<file path="src/rtl/alu_pipe_if.sv">
// Request/response bundle between an ALU requester and alu_pipe.
// master drives operations and consumes results; slave is the ALU.
interface alu_pipe_if #(
    parameter int unsigned WIDTH = 8
);
    logic             in_valid;
    logic             in_ready;
    logic [WIDTH-1:0] a;
    logic [WIDTH-1:0] b;
    logic [3:0]       sel;
    logic             out_valid;
    logic             out_ready;
    logic [WIDTH-1:0] result;
    logic [WIDTH-1:0] result_hi;
    logic             carry;
    logic             zero;
    logic             overflow;
    logic             err;

    modport master (
        output in_valid, a, b, sel, out_ready,
        input  in_ready, out_valid, result, result_hi, carry, zero, overflow, err
    );

    modport slave (
        input  in_valid, a, b, sel, out_ready,
        output in_ready, out_valid, result, result_hi, carry, zero, overflow, err
    );
endinterface

</file>
<file path="src/rtl/alu_pipe.sv">
// Handshaked ALU: single-cycle arithmetic/logic ops plus a WIDTH-cycle
// shift-add unsigned multiplier, with a one-deep registered result stage.
module alu_pipe #(
    parameter int unsigned WIDTH = 8
) (
    input  logic       clk,
    input  logic       rst_n,
    alu_pipe_if.slave  bus
);
    localparam int unsigned W1 = WIDTH + 1;
    localparam int unsigned W2 = 2 * WIDTH;
    localparam int unsigned CW = $clog2(WIDTH);
    localparam int unsigned MSB = WIDTH - 1;

    typedef enum logic [1:0] {S_IDLE, S_BUSY, S_DONE} state_t;

    state_t           r_state;
    logic             r_out_valid;
    logic [WIDTH-1:0] r_result;
    logic [WIDTH-1:0] r_result_hi;
    logic             r_carry;
    logic             r_zero;
    logic             r_overflow;
    logic             r_err;
    logic [W2-1:0]    r_acc;
    logic [W2-1:0]    r_mcand;
    logic [WIDTH-1:0] r_mplier;
    logic [CW-1:0]    r_cnt;

    logic             w_in_ready;
    logic             w_accept;
    logic             w_is_mul;
    logic [W1-1:0]    w_add;
    logic [W1-1:0]    w_sub;
    logic [W1-1:0]    w_inc;
    logic [W1-1:0]    w_dec;
    logic [W2-1:0]    w_pp;
    logic [WIDTH-1:0] w_res;
    logic             w_c;
    logic             w_z;
    logic             w_ov;
    logic             w_err;

    // in_ready is gated by rst_n so nothing is offered while held in reset
    assign w_in_ready = rst_n && ((r_state == S_IDLE) ||
                                  ((r_state == S_DONE) && bus.out_ready));
    assign w_accept   = bus.in_valid && w_in_ready;
    assign w_is_mul   = (bus.sel == 4'd11);

    assign w_add = {1'b0, bus.a} + {1'b0, bus.b};
    assign w_sub = {1'b0, bus.a} - {1'b0, bus.b};
    assign w_inc = {1'b0, bus.a} + W1'(1);
    assign w_dec = {1'b0, bus.a} - W1'(1);
    assign w_pp  = r_acc + (r_mplier[0] ? r_mcand : '0);

    // Single-cycle datapath; the top bit of the WIDTH+1 sums is carry/borrow
    always_comb begin
        w_res = '0;
        w_c   = 1'b0;
        w_ov  = 1'b0;
        w_err = 1'b0;
        case (bus.sel)
            4'd0: begin
                w_res = w_add[WIDTH-1:0];
                w_c   = w_add[WIDTH];
                w_ov  = (bus.a[MSB] == bus.b[MSB]) && (w_add[MSB] != bus.a[MSB]);
            end
            4'd1: begin
                w_res = w_sub[WIDTH-1:0];
                w_c   = w_sub[WIDTH];
                w_ov  = (bus.a[MSB] != bus.b[MSB]) && (w_sub[MSB] != bus.a[MSB]);
            end
            4'd2: w_res = bus.a & bus.b;
            4'd3: w_res = bus.a | bus.b;
            4'd4: w_res = bus.a ^ bus.b;
            4'd5: w_res = ~bus.a;
            4'd6: begin
                w_res = w_inc[WIDTH-1:0];
                w_c   = w_inc[WIDTH];
                w_ov  = ~bus.a[MSB] & w_inc[MSB];
            end
            4'd7: begin
                w_res = w_dec[WIDTH-1:0];
                w_c   = w_dec[WIDTH];
                w_ov  = bus.a[MSB] & ~w_dec[MSB];
            end
            4'd8: w_res = '0;
            4'd9: begin
                w_res = {bus.a[WIDTH-2:0], 1'b0};
                w_c   = bus.a[MSB];
            end
            4'd10: begin
                w_res = {1'b0, bus.a[WIDTH-1:1]};
                w_c   = bus.a[0];
            end
            4'd11: w_res = '0;
            default: w_err = 1'b1;
        endcase
        w_z = (bus.sel == 4'd8) ? (bus.a == bus.b) : (w_res == '0);
    end

    // Control FSM and result registers
    always_ff @(posedge clk or negedge rst_n) begin
        if (!rst_n) begin
            r_state     <= S_IDLE;
            r_out_valid <= 1'b0;
            r_result    <= '0;
            r_result_hi <= '0;
            r_carry     <= 1'b0;
            r_zero      <= 1'b0;
            r_overflow  <= 1'b0;
            r_err       <= 1'b0;
            r_acc       <= '0;
            r_mcand     <= '0;
            r_mplier    <= '0;
            r_cnt       <= '0;
        end else begin
            case (r_state)
                S_BUSY: begin
                    r_acc    <= w_pp;
                    r_mcand  <= r_mcand << 1;
                    r_mplier <= r_mplier >> 1;
                    r_cnt    <= r_cnt + CW'(1);
                    if (r_cnt == CW'(WIDTH - 1)) begin
                        r_result    <= w_pp[WIDTH-1:0];
                        r_result_hi <= w_pp[W2-1:WIDTH];
                        r_zero      <= (w_pp == '0);
                        r_carry     <= 1'b0;
                        r_overflow  <= 1'b0;
                        r_err       <= 1'b0;
                        r_out_valid <= 1'b1;
                        r_state     <= S_DONE;
                    end
                end
                default: begin
                    if (w_accept) begin
                        if (w_is_mul) begin
                            r_acc       <= '0;
                            r_mcand     <= {{WIDTH{1'b0}}, bus.a};
                            r_mplier    <= bus.b;
                            r_cnt       <= '0;
                            r_out_valid <= 1'b0;
                            r_state     <= S_BUSY;
                        end else begin
                            r_result    <= w_res;
                            r_result_hi <= '0;
                            r_carry     <= w_c;
                            r_zero      <= w_z;
                            r_overflow  <= w_ov;
                            r_err       <= w_err;
                            r_out_valid <= 1'b1;
                            r_state     <= S_DONE;
                        end
                    end else if ((r_state == S_DONE) && bus.out_ready) begin
                        r_out_valid <= 1'b0;
                        r_state     <= S_IDLE;
                    end
                end
            endcase
        end
    end

    assign bus.in_ready  = w_in_ready;
    assign bus.out_valid = r_out_valid;
    assign bus.result    = r_result;
    assign bus.result_hi = r_result_hi;
    assign bus.carry     = r_carry;
    assign bus.zero      = r_zero;
    assign bus.overflow  = r_overflow;
    assign bus.err       = r_err;
endmodule

</file>
<file path="src/flat_wrapper.sv">
// flat-port wrapper written by rule: the top's interface ports become plain ports
module alu_pipe_flat 
#(
    parameter int unsigned WIDTH = 8
)
  (clk, rst_n, bus_in_valid, bus_a, bus_b, bus_sel, bus_out_ready, bus_in_ready, bus_out_valid, bus_result, bus_result_hi, bus_carry, bus_zero, bus_overflow, bus_err);
  alu_pipe_if #(.WIDTH(WIDTH)) bus_i ();
  input  logic clk;
  input  logic rst_n;
  input wire logic [$bits(bus_i.in_valid)-1:0] bus_in_valid;
  input wire logic [$bits(bus_i.a)-1:0] bus_a;
  input wire logic [$bits(bus_i.b)-1:0] bus_b;
  input wire logic [$bits(bus_i.sel)-1:0] bus_sel;
  input wire logic [$bits(bus_i.out_ready)-1:0] bus_out_ready;
  output wire logic [$bits(bus_i.in_ready)-1:0] bus_in_ready;
  output wire logic [$bits(bus_i.out_valid)-1:0] bus_out_valid;
  output wire logic [$bits(bus_i.result)-1:0] bus_result;
  output wire logic [$bits(bus_i.result_hi)-1:0] bus_result_hi;
  output wire logic [$bits(bus_i.carry)-1:0] bus_carry;
  output wire logic [$bits(bus_i.zero)-1:0] bus_zero;
  output wire logic [$bits(bus_i.overflow)-1:0] bus_overflow;
  output wire logic [$bits(bus_i.err)-1:0] bus_err;
  assign bus_i.in_valid = bus_in_valid;
  assign bus_i.a = bus_a;
  assign bus_i.b = bus_b;
  assign bus_i.sel = bus_sel;
  assign bus_i.out_ready = bus_out_ready;
  assign bus_in_ready = bus_i.in_ready;
  assign bus_out_valid = bus_i.out_valid;
  assign bus_result = bus_i.result;
  assign bus_result_hi = bus_i.result_hi;
  assign bus_carry = bus_i.carry;
  assign bus_zero = bus_i.zero;
  assign bus_overflow = bus_i.overflow;
  assign bus_err = bus_i.err;
  alu_pipe #(.WIDTH(WIDTH)) u_core (.clk(clk), .rst_n(rst_n), .bus(bus_i));
endmodule
</file>
<file path="config.mk">
export PLATFORM = sky130hd
export DESIGN_NAME = alu_pipe_flat
export DESIGN_NICKNAME = d
export VERILOG_FILES = /design/src/rtl/alu_pipe_if.sv /design/src/rtl/alu_pipe.sv /design/src/flat_wrapper.sv
export SDC_FILE = /design/constraint.sdc
export NUM_CORES = 1
export LEC_CHECK = 0
export CAP_MARGIN = 25
export CORE_AREA = 2 2 130 132
export CTS_BUF_LIST = sky130_fd_sc_hd__clkbuf_4
export DETAILED_ROUTE_END_ITERATION = 12
export DIE_AREA = 0 0 132 134
export GPL_TIMING_DRIVEN = 0
export PLACE_DENSITY = 0.57
export SYNTH_ARGS = -nofsm -noshare
export SYNTH_HDL_FRONTEND = slang
export SYNTH_SLANG_ARGS = --single-unit
export TNS_END_PERCENT = 20
</file>
<file path="constraint.sdc">
create_clock -name clk -period 3.2 [get_ports clk]
set_input_delay 0.64 -clock clk [delete_from_list [all_inputs] [get_ports clk]]
set_output_delay 0.64 -clock clk [all_outputs]
set_load 0.01 [all_outputs]
</file>
# --- After elaboration in Yosys (flattened, before gate mapping) ---
# Cells that the tools add are included.
classes:
  add_sub_neg: 6
  eq_ne: 21
  muxes: 50
  bitwise: 8
  n_reduce_logical: 17
op_table:
  columns: ["operator", "n"]
  rows:
  - ["16-bit two-way mux", 7]
  - ["8-bit two-way mux", 11]
  - ["8-bit one-hot mux with 10 select lines", 1]
  - ["1-bit two-way mux", 21]
  - ["16-bit adder", 1]
  - ["4-bit by 3-bit equality test with 1-bit output (second input constant)", 4]
  - ["4-bit equality test (second input constant)", 4]
  - ["16-bit logical NOT", 1]
  - ["11-bit OR reduction", 1]
  - ["2-bit two-way mux", 5]
  - ["8-bit by 1-bit adder with 9-bit output (second input constant)", 1]
  - ["8-bit by 8-bit adder with 9-bit output", 1]
  - ["3-bit two-way mux", 3]
  - ["8-bit by 1-bit subtractor with 9-bit output (second input constant)", 1]
  - ["8-bit by 8-bit subtractor with 9-bit output", 1]
  - ["8-bit bitwise AND", 1]
  - ["4-bit by 2-bit equality test with 1-bit output (second input constant)", 2]
  - ["8-bit equality test", 1]
  - ["8-bit logical NOT", 1]
  - ["8-bit NOT", 1]
  - ["8-bit bitwise OR", 1]
  - ["8-bit bitwise XOR", 1]
  - ["1-bit one-hot mux with 6 select lines", 1]
  - ["1-bit logical AND", 5]
  - ["19 further kinds", 25]
word_totals:
  register_bits: 66
  input_bits: 24
  output_inout_bits: 22

# --- Longest topological paths before layout ---
# Gate-level depths: netlist (run 1).
logic_depth:
  word_depth: 7
  ltp_mapped: 13
  depth_no_buf: 12

# --- Worst setup path before layout (run 1) ---
# Ideal clock, no wire load.
synth_timing:
  path_kind: "input port to flip-flop"
  from: "input port bus_a[2]"
  to: "register u_core.r_zero (netlist: u_core.bus.zero)"
  setup_ns: 0.095
  arrival_time_ns: 2.744
  t_required_ns: 3.105
  setup_slack_ns: 0.360
  stages: 12
  cell_sequence: "buf_2 > inv_1 > ha_1 > clkbuf_1 > a21o_1 > a21oi_1 > o22ai_1 > o21ai_0 > nand4_1 > nor4_1 > a221oi_2 > o31ai_1"
synth_via:
  elab_chain_len: 7
  elab_cells_between_ends: 15
synth_lines:
  columns: ["item", "line", "rtl"]
  rows:
  - ["start, declared", "flat_wrapper.sv:11", "input wire logic [$bits(bus_i.a)-1:0] bus_a;"]
  - ["8-bit by 1-bit subtractor with 9-bit output (tied with other cells)", "alu_pipe.sv:53", "assign w_dec = {1'b0, bus.a} - W1'(1);"]
  - ["8-bit one-hot mux with 10 select lines", "alu_pipe.sv:62", "case (bus.sel)"]
  - ["8-bit logical NOT", "alu_pipe.sv:99", "w_z = (bus.sel == 4'd8) ? (bus.a == bus.b) : (w_res == '0);"]
  - ["1-bit two-way mux *", "alu_pipe.sv:99", null]
  - ["1-bit two-way mux *", "alu_pipe.sv:137", "if (w_is_mul) begin"]
  - ["1-bit two-way mux *", "alu_pipe.sv:136", "if (w_accept) begin"]
  - ["1-bit two-way mux *", "alu_pipe.sv:118", "case (r_state)"]
  - ["end signal, assigned", "alu_pipe.sv:127", "r_zero <= (w_pp == '0);"]
  - ["end signal, assigned", "alu_pipe.sv:148", "r_zero <= w_z;"]
  - ["end, declared", "alu_pipe.sv:22", "logic r_zero;"]
# Every way passes the cells marked *; elsewhere a longest branch is shown, timed or not. The select of a mux whose other input is x is not followed.
# A chain may end at the register's enable or synchronous reset.

# --- Worst setup path in the final report (run 1) ---
layout_timing:
  from: "register u_core.r_mplier[0]"
  to: "register u_core.r_zero (netlist: u_core.bus.zero)"
layout_via:
  elab_chain_len: 5
layout_lines:
  columns: ["item", "line", "rtl"]
  rows:
  - ["start, declared", "alu_pipe.sv:27", "logic [WIDTH-1:0] r_mplier;"]
  - ["start signal, assigned", "alu_pipe.sv:122", "r_mplier <= r_mplier >> 1;"]
  - ["start signal, assigned", "alu_pipe.sv:140", "r_mplier <= bus.b;"]
  - ["16-bit two-way mux", "alu_pipe.sv:54", "assign w_pp = r_acc + (r_mplier[0] ? r_mcand : '0);"]
  - ["16-bit adder", "alu_pipe.sv:54", null]
  - ["16-bit logical NOT", "alu_pipe.sv:127", null]
  - ["1-bit two-way mux", "alu_pipe.sv:124", "if (r_cnt == CW'(WIDTH - 1)) begin"]
  - ["1-bit two-way mux", "alu_pipe.sv:118", null]
# No other way between the ends. The select of a mux whose other input is x is not followed.

==> results.json, run 1 <==
{
  "pin_count_of_the_biggest_net_entering_global_routing": 67,
  "timing.critical_path.fanout_max": 10,
  "postSynth.asyncResetShare_pct": 100,
  "post-synth-top-area-fraction_pct": 29.3,
  "setup.worst_path.class": "flop to flop",
  "timing.final.crit_period_ns": 3.17,
  "setup.worst_path.end": "u_core.bus.zero",
  "top_cell_types_by_occurrence_after_synthesis": "108 x sky130_fd_sc_hd__nand2_1, 73 x sky130_fd_sc_hd__o21ai_0, 65 x sky130_fd_sc_hd__dfrtp_1, 54 x sky130_fd_sc_hd__nor2_1, 48 x sky130_fd_sc_hd__ha_1",
  "yosys.cell_types.count": 68,
  "synthesis_stage_register_bit_count": 65,
  "antenna_violations_before_repair": 0,
  "nets": 834,
  "final_hold_viol_count": 0,
  "worstPathArrival_ns": 3.53,
  "first_global_vias": 5247,
  "power.sequential.fraction_pct": 33.3,
  "final-max-slew-violation-count": 0,
  "port_buffers": 44,
  "drt_pre_antenna_iters": 5,
  "slew_headroom_pct": 36.2,
  "ctsLongestPathBuffers": 2,
  "n_antenna_cell": 0,
  "startpoint": "u_core.r_mplier[0]",
  "globalRouteTotalUtil_pct": 21.2,
  "synth-edff-count": 0,
  "rows": 47,
  "cell_internal_pwr_w": 0.00229,
  "cts_made_buffers": 9,
  "avgSynthCellArea_sq_um": 7.92,
  "r2r.worst_path.cells": 11,
  "synthesis.area_sq_um": 5560,
  "unrepaired_setup_endpoints_after_global_routing": "yes",
  "cts.reportedPaths.clkPinSlew_ns": 0.12,
  "power_per_cell_area_nw_per_um2": 598,
  "synthesis.yosys.warnings": 0,
  "yosysTopAreaCell": "sky130_fd_sc_hd__dfrtp_1",
  "max_cap_violations": 0,
  "timing.critical_path.from_type": "flop",
  "ctsHtreeMaxLevel": 3,
  "fin_skew_ns": 0.0187,
  "worst_r2r_startpoint": "u_core.r_mplier[0]",
  "stdcell_area_sq_um": 6680,
  "final-seq-area_sq_um": 1630,
  "top_ports": 46,
  "multiInputGateArea_sq_um": 3830,
  "clk_root_buffer_cell": "sky130_fd_sc_hd__clkbuf_4",
  "drtAntennaViolNets": 0,
  "vias_per_cell": 5.64,
  "floorplan.die_area_sq_um": 17700,
  "end_kind": "flop",
  "worst_pin_slew_ns": 0.955,
  "synthCells": 702,
  "placement.cell_area_sq_um": 6280,
  "fill_cells": 1665,
  "status": "complete, no violations",
  "r2r_setup_slk_ns": 0.03,
  "vdd.ir_drop.worst_uv": 233,
  "clkSinkCount": 65,
  "place.gp.congestion": 0.963,
  "post-synth-top-count-cell": "sky130_fd_sc_hd__nand2_1",
  "cts_tree": "yes",
  "floorplan.die.width_microns": 132,
  "synth.net_count": 777,
  "total_switching_power_w": 0.00170,
  "hold_ws_ns": 0.171,
  "critical_path_required_ns": 3.56,
  "detail_route.wl_per_cell_microns": 18.9,
  "preCtsSetupSlack_ns": -1.12,
  "grt-ovfl-total": 0,
  "worstSkewPairLatency_ns": 0.44,
  "floorplan.initialDensity_pct": 34.1,
  "drive_gt1_share_pct": 10.3,
  "max_freq_mhz": 316,
  "detailedPlacementHpwl_microns": 14300,
  "min_period_over_period_pct": 98.9,
  "switching_share_of_total_power_pct": 42.6,
  "clkPwrFrac_pct": 18.0,
  "routed-via-count": 5547,
  "netlist_top_cells_area": "sky130_fd_sc_hd__dfrtp_1 29%, sky130_fd_sc_hd__ha_1 11%, sky130_fd_sc_hd__nand2_1 7.3%",
  "synth_seq_area_share_pct": 29.3,
  "core_area_sq_um": 16300,
  "area_growth_syn_to_layout_pct": 20.2,
  "grt_first_pass_wirelength_microns": 29600,
  "reg2reg_to": "u_core.bus.zero",
  "pwr-share-comb_pct": 48.7,
  "synthFlopType": "sky130_fd_sc_hd__dfrtp_1",
  "finalWirelength_microns": 18600,
  "drt_iter0_markers": 598,
  "drc_errors": 0,
  "finalSetupViolations": 0,
  "final.setup.worst_slack_ns": 0.0343,
  "timing.hold.worst.class": "primary input to async pin",
  "chipHeight_microns": 134,
  "tns_ns": 0,
  "power.static_leakage_nw": 2.81
}
kinds of logic after synthesis:
logic type | after synthesis | synth area share [%]
multiplexers | 12 | 2.41
AO/OA/AOI/OAI | 202 | 23.2
AND/OR/NAND/NOR | 283 | 25.1
XOR/XNOR | 20 | 3.15
buffers and inverters | 69 | 5.02
adder cells (fa/ha/maj) | 51 | 11.9
flip-flops | 65 | 29.3
stage by stage:
stage               power, W  std cells  util [%]
CTS                  0.00392        983      40.1
finish               0.00400        984      41.0
detailed placement   0.00317        967      38.5
floorplan            0.00247        702         -
global placement     0.00316        966      38.5
global route         0.00431        984      41.0
state kept, by name, indices dropped and copies added (netlist names), 2 cells and up:
name                  count
u_core.bus.result         8
u_core.bus.result_hi      8
u_core.r_acc             16
u_core.r_cnt              3
u_core.r_mcand           16
u_core.r_mplier           8
u_core.r_state            2
timing repair:
item	CTS	global route
gates resized for setup	31	38
setup buffers	1	1
hold buffers	0	0
setup endpoints to repair	20	15
pin swaps	1	9
power by group through the flow:
stage,Clock (W),Combinational [W],Sequential [W]
finish,0.000719,0.00194,0.00133
floorplan,0,0.00115,0.00132
detailed placement,0,0.00183,0.00134
global route,0.000764,0.00217,0.00138
CTS,0.000732,0.00186,0.00132
global placement,0,0.00183,0.00133
final cells by class:
cell class | count | share of cell area (%)
plain buffers | 40 | 2.88
clock buffers | 10 | 1.12
clock inverters | 6 | 1.59
inverters | 28 | 1.57
multi-input cells | 568 | 57.4
flip-flops and latches | 65 | 24.4
well taps | 220 | 4.12
repair buffers | 47 | 6.99
cells in the final DEF (no fill, tap or decap), types with 4 or more instances in the layout:
| cell type | Yosys | final |
|---|---|---|
| sky130_fd_sc_hd__nand2_1 | 108 | 108 |
| sky130_fd_sc_hd__a22oi_1 | 12 | 12 |
| sky130_fd_sc_hd__or4_1 | 6 | 6 |
| sky130_fd_sc_hd__and2_1 | 15 | 13 |
| sky130_fd_sc_hd__mux2i_1 | 10 | 10 |
| sky130_fd_sc_hd__nor3b_1 | 4 | 4 |
| sky130_fd_sc_hd__buf_2 | 9 | 9 |
| sky130_fd_sc_hd__nand2b_1 | 15 | 15 |
| sky130_fd_sc_hd__a211oi_1 | 8 | 4 |
| sky130_fd_sc_hd__dfrtp_1 | 65 | 64 |
| sky130_fd_sc_hd__buf_4 | 0 | 4 |
| sky130_fd_sc_hd__o21ai_0 | 73 | 68 |
| sky130_fd_sc_hd__ha_1 | 48 | 43 |
| sky130_fd_sc_hd__inv_1 | 28 | 27 |
| sky130_fd_sc_hd__a221oi_1 | 5 | 4 |
| sky130_fd_sc_hd__xor2_1 | 7 | 7 |
| sky130_fd_sc_hd__o22ai_1 | 15 | 15 |
| sky130_fd_sc_hd__xnor2_1 | 13 | 12 |
| sky130_fd_sc_hd__a31oi_1 | 5 | 5 |
| sky130_fd_sc_hd__nor4_1 | 9 | 5 |
| sky130_fd_sc_hd__clkdlybuf4s50_1 | 0 | 36 |
| sky130_fd_sc_hd__a21oi_1 | 34 | 32 |
| sky130_fd_sc_hd__nor2b_1 | 11 | 11 |
| sky130_fd_sc_hd__nor3_1 | 8 | 8 |
| sky130_fd_sc_hd__nand4_1 | 7 | 7 |
| sky130_fd_sc_hd__or2_2 | 6 | 6 |
| sky130_fd_sc_hd__nor2_1 | 54 | 54 |
| sky130_fd_sc_hd__clkbuf_2 | 1 | 5 |
| sky130_fd_sc_hd__nand3_1 | 20 | 20 |
| sky130_fd_sc_hd__clkbuf_4 | 0 | 11 |
| sky130_fd_sc_hd__a211oi_2 | 0 | 4 |
| sky130_fd_sc_hd__clkbuf_1 | 30 | 22 |
| sky130_fd_sc_hd__o31ai_1 | 7 | 7 |
metal layers:
| layer | part of all wire (%) | GRT usage, % | vias to the layer above | wire length [microns] |
|---|---|---|---|---|
| met5 | 0 | 0 | - | 0 |
| met4 | 2.7 | 6.88 | 0 | 496 |
| met3 | 5.9 | 2.91 | 38 | 1090 |
| met2 | 46 | 33.6 | 217 | 8490 |
| met1 | 46 | 29.9 | 2633 | 8510 |
| li1 | - | - | 2659 | - |
worst min path at each step:
| stage | start | to | slack (ns) |
|---|---|---|---|
| floorplan | rst_n | u_core.bus.carry | 0.34 |
| global placement | u_core.r_mplier[5] | u_core.r_mplier[5] | 0.46 |
| detailed placement | u_core.r_mplier[4] | u_core.r_mplier[4] | 0.47 |
| CTS | rst_n | u_core.bus.result_hi[1] | 0.31 |
| global route | rst_n | u_core.r_acc[14] | 0.21 |
| finish | rst_n | u_core.bus.result_hi[3] | 0.17 |
worst max-delay path, cell delays in order (launching register included):
cell	delay, ns
sky130_fd_sc_hd__dfrtp_2	0.47
sky130_fd_sc_hd__buf_6	0.15
sky130_fd_sc_hd__and2_4	0.16
sky130_fd_sc_hd__ha_4	0.25
sky130_fd_sc_hd__o21a_1	0.20
sky130_fd_sc_hd__or3_4	0.34
sky130_fd_sc_hd__a2111o_1	0.39
sky130_fd_sc_hd__nor4_2	0.27
sky130_fd_sc_hd__nand3_1	0.13
sky130_fd_sc_hd__nor4_2	0.29
sky130_fd_sc_hd__nand4_1	0.18
sky130_fd_sc_hd__o31ai_1	0.27
(Power assumes the default switching activity.)
==> inputs of run 2 (changes only) <==
--- a/config.mk
+++ b/config.mk
@@ -6,12 +6,14 @@
 export NUM_CORES = 1
 export LEC_CHECK = 0
 export CAP_MARGIN = 25
+export CELL_PAD_IN_SITES_DETAIL_PLACEMENT = 1
+export CELL_PAD_IN_SITES_GLOBAL_PLACEMENT = 2
 export CORE_AREA = 2 2 130 132
 export CTS_BUF_LIST = sky130_fd_sc_hd__clkbuf_4
 export DETAILED_ROUTE_END_ITERATION = 12
 export DIE_AREA = 0 0 132 134
 export GPL_TIMING_DRIVEN = 0
-export PLACE_DENSITY = 0.57
+export PLACE_DENSITY = 0.84
 export SYNTH_ARGS = -nofsm -noshare
 export SYNTH_HDL_FRONTEND = slang
 export SYNTH_SLANG_ARGS = --single-unit
==> results.json, run 2 (synthesis gave the netlist of run 1 again) <==
{
  "pin_count_of_the_biggest_net_entering_global_routing": 67,
  "max_freq_mhz": 315,
  "cell_internal_pwr_w": 0.00211,
  "report.power.total_w": 0.00388,
  "clkSinkCount": 65,
  "largestRegisters": "u_core.r_acc (16), u_core.r_mcand (16)",
  "routed-via-count": 5696,
  "drc_errors": 0,
  "final.setup.worst_slack_ns": 0.0213,
  "layout_commonest_cell": "sky130_fd_sc_hd__nand2_1",
  "finalWirelength_microns": 20900,
  "placement.cell_area_sq_um": 6290,
  "stdcell_area_sq_um": 6570,
  "worstPathArrival_ns": 3.54,
  "total_switching_power_w": 0.00178,
  "power_per_cell_area_nw_per_um2": 591,
  "status": "complete, no violations",
  "globalRouteTotalUtil_pct": 24.2,
  "crit_slowest_cell": "sky130_fd_sc_hd__clkdlybuf4s50_1",
  "timing.hold.worst.class": "primary input to async pin",
  "drive_gt1_share_pct": 9.27,
  "slew_headroom_pct": 30.0,
  "final_hold_viol_count": 0,
  "cts_tree": "yes",
  "top_ports": 46,
  "timing.final.crit_period_ns": 3.18,
  "nets": 836,
  "worstSkewPairLatency_ns": 0.47,
  "grt_first_pass_wirelength_microns": 33600,
  "fin_skew_ns": 0.0214,
  "unrepaired_setup_endpoints_after_global_routing": "yes",
  "cpPeakStageDelay_ns": 0.68,
  "drt_pre_antenna_iters": 5,
  "cp_top_family": "buffers and inverters",
  "chipHeight_microns": 134,
  "floorplan.die_area_sq_um": 17700,
  "final-max-slew-violation-count": 0,
  "cts.reportedPaths.clkPinSlew_ns": 0.13,
  "max_cap_violations": 0,
  "detailedPlacementHpwl_microns": 16400,
  "floorplan.die.width_microns": 132,
  "setup.worst_path.class": "primary input to flop",
  "end_kind": "flop",
  "first_global_vias": 6070,
  "timing.critical_path.fanout_max": 10,
  "worst_pin_slew_ns": 1.05,
  "port_buffers": 44,
  "crit_buf_inv": 3,
  "finalSetupViolations": 0,
  "detail_route.wl_per_cell_microns": 21.2,
  "antenna_violations_before_repair": 1,
  "place.gp.congestion": 0.947,
  "area_growth_syn_to_layout_pct": 18.1,
  "clk_root_buffer_cell": "sky130_fd_sc_hd__clkbuf_4",
  "ctsHtreeMaxLevel": 3,
  "layout.cells.most_common_list": "108 x sky130_fd_sc_hd__nand2_1, 69 x sky130_fd_sc_hd__o21ai_0, 64 x sky130_fd_sc_hd__dfrtp_1, 54 x sky130_fd_sc_hd__nor2_1, 46 x sky130_fd_sc_hd__ha_1",
  "final_core_utilization_pct": 40.3,
  "drt_iter0_markers": 398,
  "drtAntennaViolNets": 0,
  "vias_per_cell": 5.77,
  "cts_made_buffers": 9,
  "switching_share_of_total_power_pct": 45.8,
  "grt-ovfl-total": 0,
  "timing.critical_path.from_type": "primary input",
  "critical_path_required_ns": 3.56,
  "vdd.ir_drop.worst_uv": 218,
  "path_cells": "clkdlybuf4s50_1, inv_1, ha_1, clkbuf_2, nor4_1, a2111oi_0, nor4b_1, o31ai_1",
  "power.sequential.fraction_pct": 34.2,
  "core_area_sq_um": 16300,
  "clkPwrFrac_pct": 15.0,
  "min_period_over_period_pct": 99.3,
  "floorplan.initialDensity_pct": 34.1,
  "preCtsSetupSlack_ns": -1.29,
  "pwr-share-comb_pct": 50.8,
  "power.static_leakage_nw": 2.80,
  "fill_cells": 2022,
  "ctsLongestPathBuffers": 2,
  "rows": 47,
  "hold_ws_ns": 0.146
}
-- run 2: area by class of cell --
type	count	area (sq um)	area share, %
multi-input cells	568	3750	57.1
flip-flops and latches	65	1630	24.8
repair buffers	49	482	7.33
well taps	220	275	4.19
plain buffers	40	190	2.90
inverters	28	105	1.60
clock buffers	10	75.1	1.14
clock inverters	6	58.8	0.895
diodes	1	2.50	0.0381
-- run 2: final timing paths --
path                                           endpoint                 start  slack (ns)  depth (start not counted)
worst max-delay path                   u_core.bus.carry              bus_a[6]        0.02                          8
worst min-delay path            u_core.bus.result_hi[3]                 rst_n        0.15                          1
worst max register to register          u_core.bus.zero    u_core.r_mplier[0]        0.08                         11
worst min register to register     u_core.bus.result[7]  u_core.bus.result[7]        0.49                          2
max in group asynchronous            u_core.r_mplier[0]                 rst_n        2.60                          1
min in group clk                   u_core.bus.result[7]  u_core.bus.result[7]        0.49                          2
-- run 2: timing repair --
action | 4_1_cts | 5_1_grt
gates cloned | 0 | 0
setup endpoints to repair | 9 | 13
pin swaps | 1 | 2
hold buffers | 0 | 0
gates resized for setup | 29 | 26
setup buffers | 1 | 2
-- run 2: stage by stage --
step	std cells	setup TNS [ns]
after global routing	987	-0.0282
after floorplan	702	0
after CTS	984	0
after detailed placement	968	-13.06
final	987	0
after global placement	966	-180.09
-- run 2: power groups by stage --
stage               clock network [W]  logic (W)  registers, W
finish                       0.000581    0.00197       0.00133
global route                 0.000626    0.00220       0.00137
CTS                          0.000594    0.00195       0.00133
detailed placement                  0    0.00191       0.00134
global placement                    0    0.00183       0.00132
floorplan                           0    0.00115       0.00132
-- run 2: routing by layer --
metal / wire length, microns / up-vias / global-route usage (%)
li1: - / 2660 / -
met1: 8990 / 2822 / 30.2
met2: 10400 / 168 / 42.7
met3: 876 / 46 / 3.21
met4: 648 / 0 / 9.42
met5: 0 / - / 0
==> inputs of run 3 (changes only) <==
--- a/config.mk
+++ b/config.mk
@@ -5,7 +5,7 @@
 export SDC_FILE = /design/constraint.sdc
 export NUM_CORES = 1
 export LEC_CHECK = 0
-export CAP_MARGIN = 25
+export CAP_MARGIN = 20
 export CELL_PAD_IN_SITES_DETAIL_PLACEMENT = 1
 export CELL_PAD_IN_SITES_GLOBAL_PLACEMENT = 2
 export CORE_AREA = 2 2 130 132
==> results.json, run 3 (synthesis gave the netlist of run 1 again) <==
{
  "detail_route.wl_per_cell_microns": 21.3,
  "timing.hold.worst.class": "primary input to async pin",
  "ctsHtreeMaxLevel": 3,
  "stdcell_area_sq_um": 6650,
  "drtAntennaViolNets": 0,
  "finalWirelength_microns": 21100,
  "clkPwrFrac_pct": 13.5,
  "globalRouteTotalUtil_pct": 24.4,
  "reg2reg_to": "u_core.bus.zero",
  "end_kind": "flop",
  "pin_count_of_the_biggest_net_entering_global_routing": 67,
  "crit_slowest_cell": "sky130_fd_sc_hd__clkdlybuf4s50_1",
  "startpoint": "bus_a[6]",
  "floorplan.die_area_sq_um": 17700,
  "power_per_cell_area_nw_per_um2": 591,
  "place.gp.congestion": 0.947,
  "rows": 47,
  "total_switching_power_w": 0.00179,
  "worst_r2r_startpoint": "u_core.r_mplier[0]",
  "cpPeakStageDelay_ns": 0.69,
  "worstPathArrival_ns": 3.47,
  "critical_path_required_ns": 3.54,
  "final-max-slew-violation-count": 0,
  "path_cells": "clkdlybuf4s50_1, inv_1, ha_1, clkbuf_2, nor4_1, a2111oi_1, nor4b_1, o31ai_1",
  "chipHeight_microns": 134,
  "grt_first_pass_wirelength_microns": 33900,
  "worstSkewPairLatency_ns": 0.46,
  "antenna_violations_before_repair": 0,
  "slew_headroom_pct": 32.4,
  "layout_commonest_cell": "sky130_fd_sc_hd__nand2_1",
  "placement.cell_area_sq_um": 6280,
  "clkSinkCount": 65,
  "hold_ws_ns": 0.168,
  "cell_internal_pwr_w": 0.00214,
  "largestRegisters": "u_core.r_acc (16), u_core.r_mcand (16)",
  "area_growth_syn_to_layout_pct": 19.6,
  "timing.final.crit_period_ns": 3.13,
  "max_cap_violations": 0,
  "drt_iter0_markers": 363,
  "switching_share_of_total_power_pct": 45.6,
  "cts_tree": "yes",
  "timing.critical_path.from_type": "primary input",
  "max_freq_mhz": 320,
  "final_core_utilization_pct": 40.8,
  "setup.worst_path.class": "primary input to flop",
  "cts_made_buffers": 9,
  "clk_root_buffer_cell": "sky130_fd_sc_hd__clkbuf_4",
  "floorplan.die.width_microns": 132,
  "setup.worst_path.end": "u_core.bus.carry",
  "floorplan.initialDensity_pct": 34.1,
  "nets": 840,
  "first_global_vias": 6202,
  "drt_pre_antenna_iters": 6,
  "timing.critical_path.fanout_max": 10,
  "placedCellCount": 967,
  "power.sequential.fraction_pct": 34.1,
  "detailedPlacementHpwl_microns": 16400,
  "ctsLongestPathBuffers": 2,
  "core_area_sq_um": 16300,
  "min_period_over_period_pct": 97.7,
  "drc_errors": 0,
  "vias_per_cell": 5.79,
  "grt-ovfl-total": 0,
  "cts.reportedPaths.clkPinSlew_ns": 0.12,
  "routed-via-count": 5726,
  "finish.cell_count_without_fillers": 989,
  "vdd.ir_drop.worst_uv": 268,
  "worst_pin_slew_ns": 1.01,
  "power.static_leakage_nw": 2.79,
  "unrepaired_setup_endpoints_after_global_routing": "yes",
  "finalSetupViolations": 0,
  "r2r_setup_slk_ns": 0.11,
  "cts_hold_repair.buffers": 0,
  "pwr-share-comb_pct": 52.4,
  "status": "complete, no violations",
  "port_buffers": 44,
  "drive_gt1_share_pct": 10.0,
  "fin_skew_ns": 0.0189,
  "top_ports": 46,
  "layout.cells.most_common_list": "108 x sky130_fd_sc_hd__nand2_1, 68 x sky130_fd_sc_hd__o21ai_0, 64 x sky130_fd_sc_hd__dfrtp_1, 54 x sky130_fd_sc_hd__nor2_1, 42 x sky130_fd_sc_hd__ha_1",
  "r2r.worst_path.cells": 12,
  "fill_cells": 1997,
  "final_hold_viol_count": 0
}
==> run 3: through the flow <==
step | setup WS [ns] | setup TNS, ns | total power, W
6_report | 0.0737 | 0 | 0.00393
5_1_grt | -0.0456 | -0.0491 | 0.00423
4_1_cts | -0.0322 | -0.0322 | 0.00389
3_5_place_dp | -1.32 | -16.90 | 0.00325
3_3_place_gp | -2.69 | -180.09 | 0.00315
2_1_floorplan | 0.360 | 0 | 0.00247
==> run 3: how the worst min path moves through the flow <==
stage | depth (start not counted) | to | from
final | 1 | u_core.bus.result_hi[3] | rst_n
after global routing | 1 | u_core.bus.result_hi[6] | rst_n
after CTS | 1 | u_core.bus.result_hi[3] | rst_n
after detailed placement | 2 | u_core.r_mplier[3] | u_core.r_mplier[3]
after global placement | 2 | u_core.r_mplier[5] | u_core.r_mplier[5]
after floorplan | 0 | u_core.bus.carry | rst_n
==> run 3: area by class of cell <==
| class | count | area [sq um] | share of cell area, % |
|---|---|---|---|
| clock buffer | 9 | 67.6 | 1.02 |
| buffer | 39 | 191 | 2.88 |
| multi-input combinational | 568 | 3810 | 57.4 |
| clock inverter | 5 | 48.8 | 0.734 |
| sequential | 65 | 1630 | 24.5 |
| timing repair buffer | 54 | 514 | 7.74 |
| antenna | 1 | 2.50 | 0.0377 |
| inverter | 28 | 105 | 1.58 |
| tap | 220 | 275 | 4.14 |
==> run 3: repair_timing <==
item,4_1_cts,5_1_grt
buffers inserted,9,0
pin swaps,12,7
gates resized for setup,39,27
setup endpoints to repair,20,12
==> run 3: critical path: cells and delay by family <==
family                     cells  cell delay [ns]
buffers and inverters          3             1.12
and+or+nand+nor                2             0.96
adders and majority gates      1             0.40
AOI/OAI and AO/OA              2             0.35
==> run 3: power by group through the flow <==
stage | registers, W | logic (W) | clock network [W]
after global placement | 0.00132 | 0.00183 | 0
final | 0.00134 | 0.00206 | 0.000531
after CTS | 0.00134 | 0.00201 | 0.000543
after floorplan | 0.00132 | 0.00115 | 0
after detailed placement | 0.00134 | 0.00191 | 0
after global routing | 0.00137 | 0.00228 | 0.000576
==> run 3: layer usage <==
metal | wire length [microns] | vias to the layer above | GRT usage (%)
met5 | 0 | - | 0
met4 | 531 | 0 | 7.61
met3 | 675 | 40 | 3.67
met2 | 10700 | 137 | 44.8
met1 | 9120 | 2885 | 29.4
li1 | - | 2664 | -
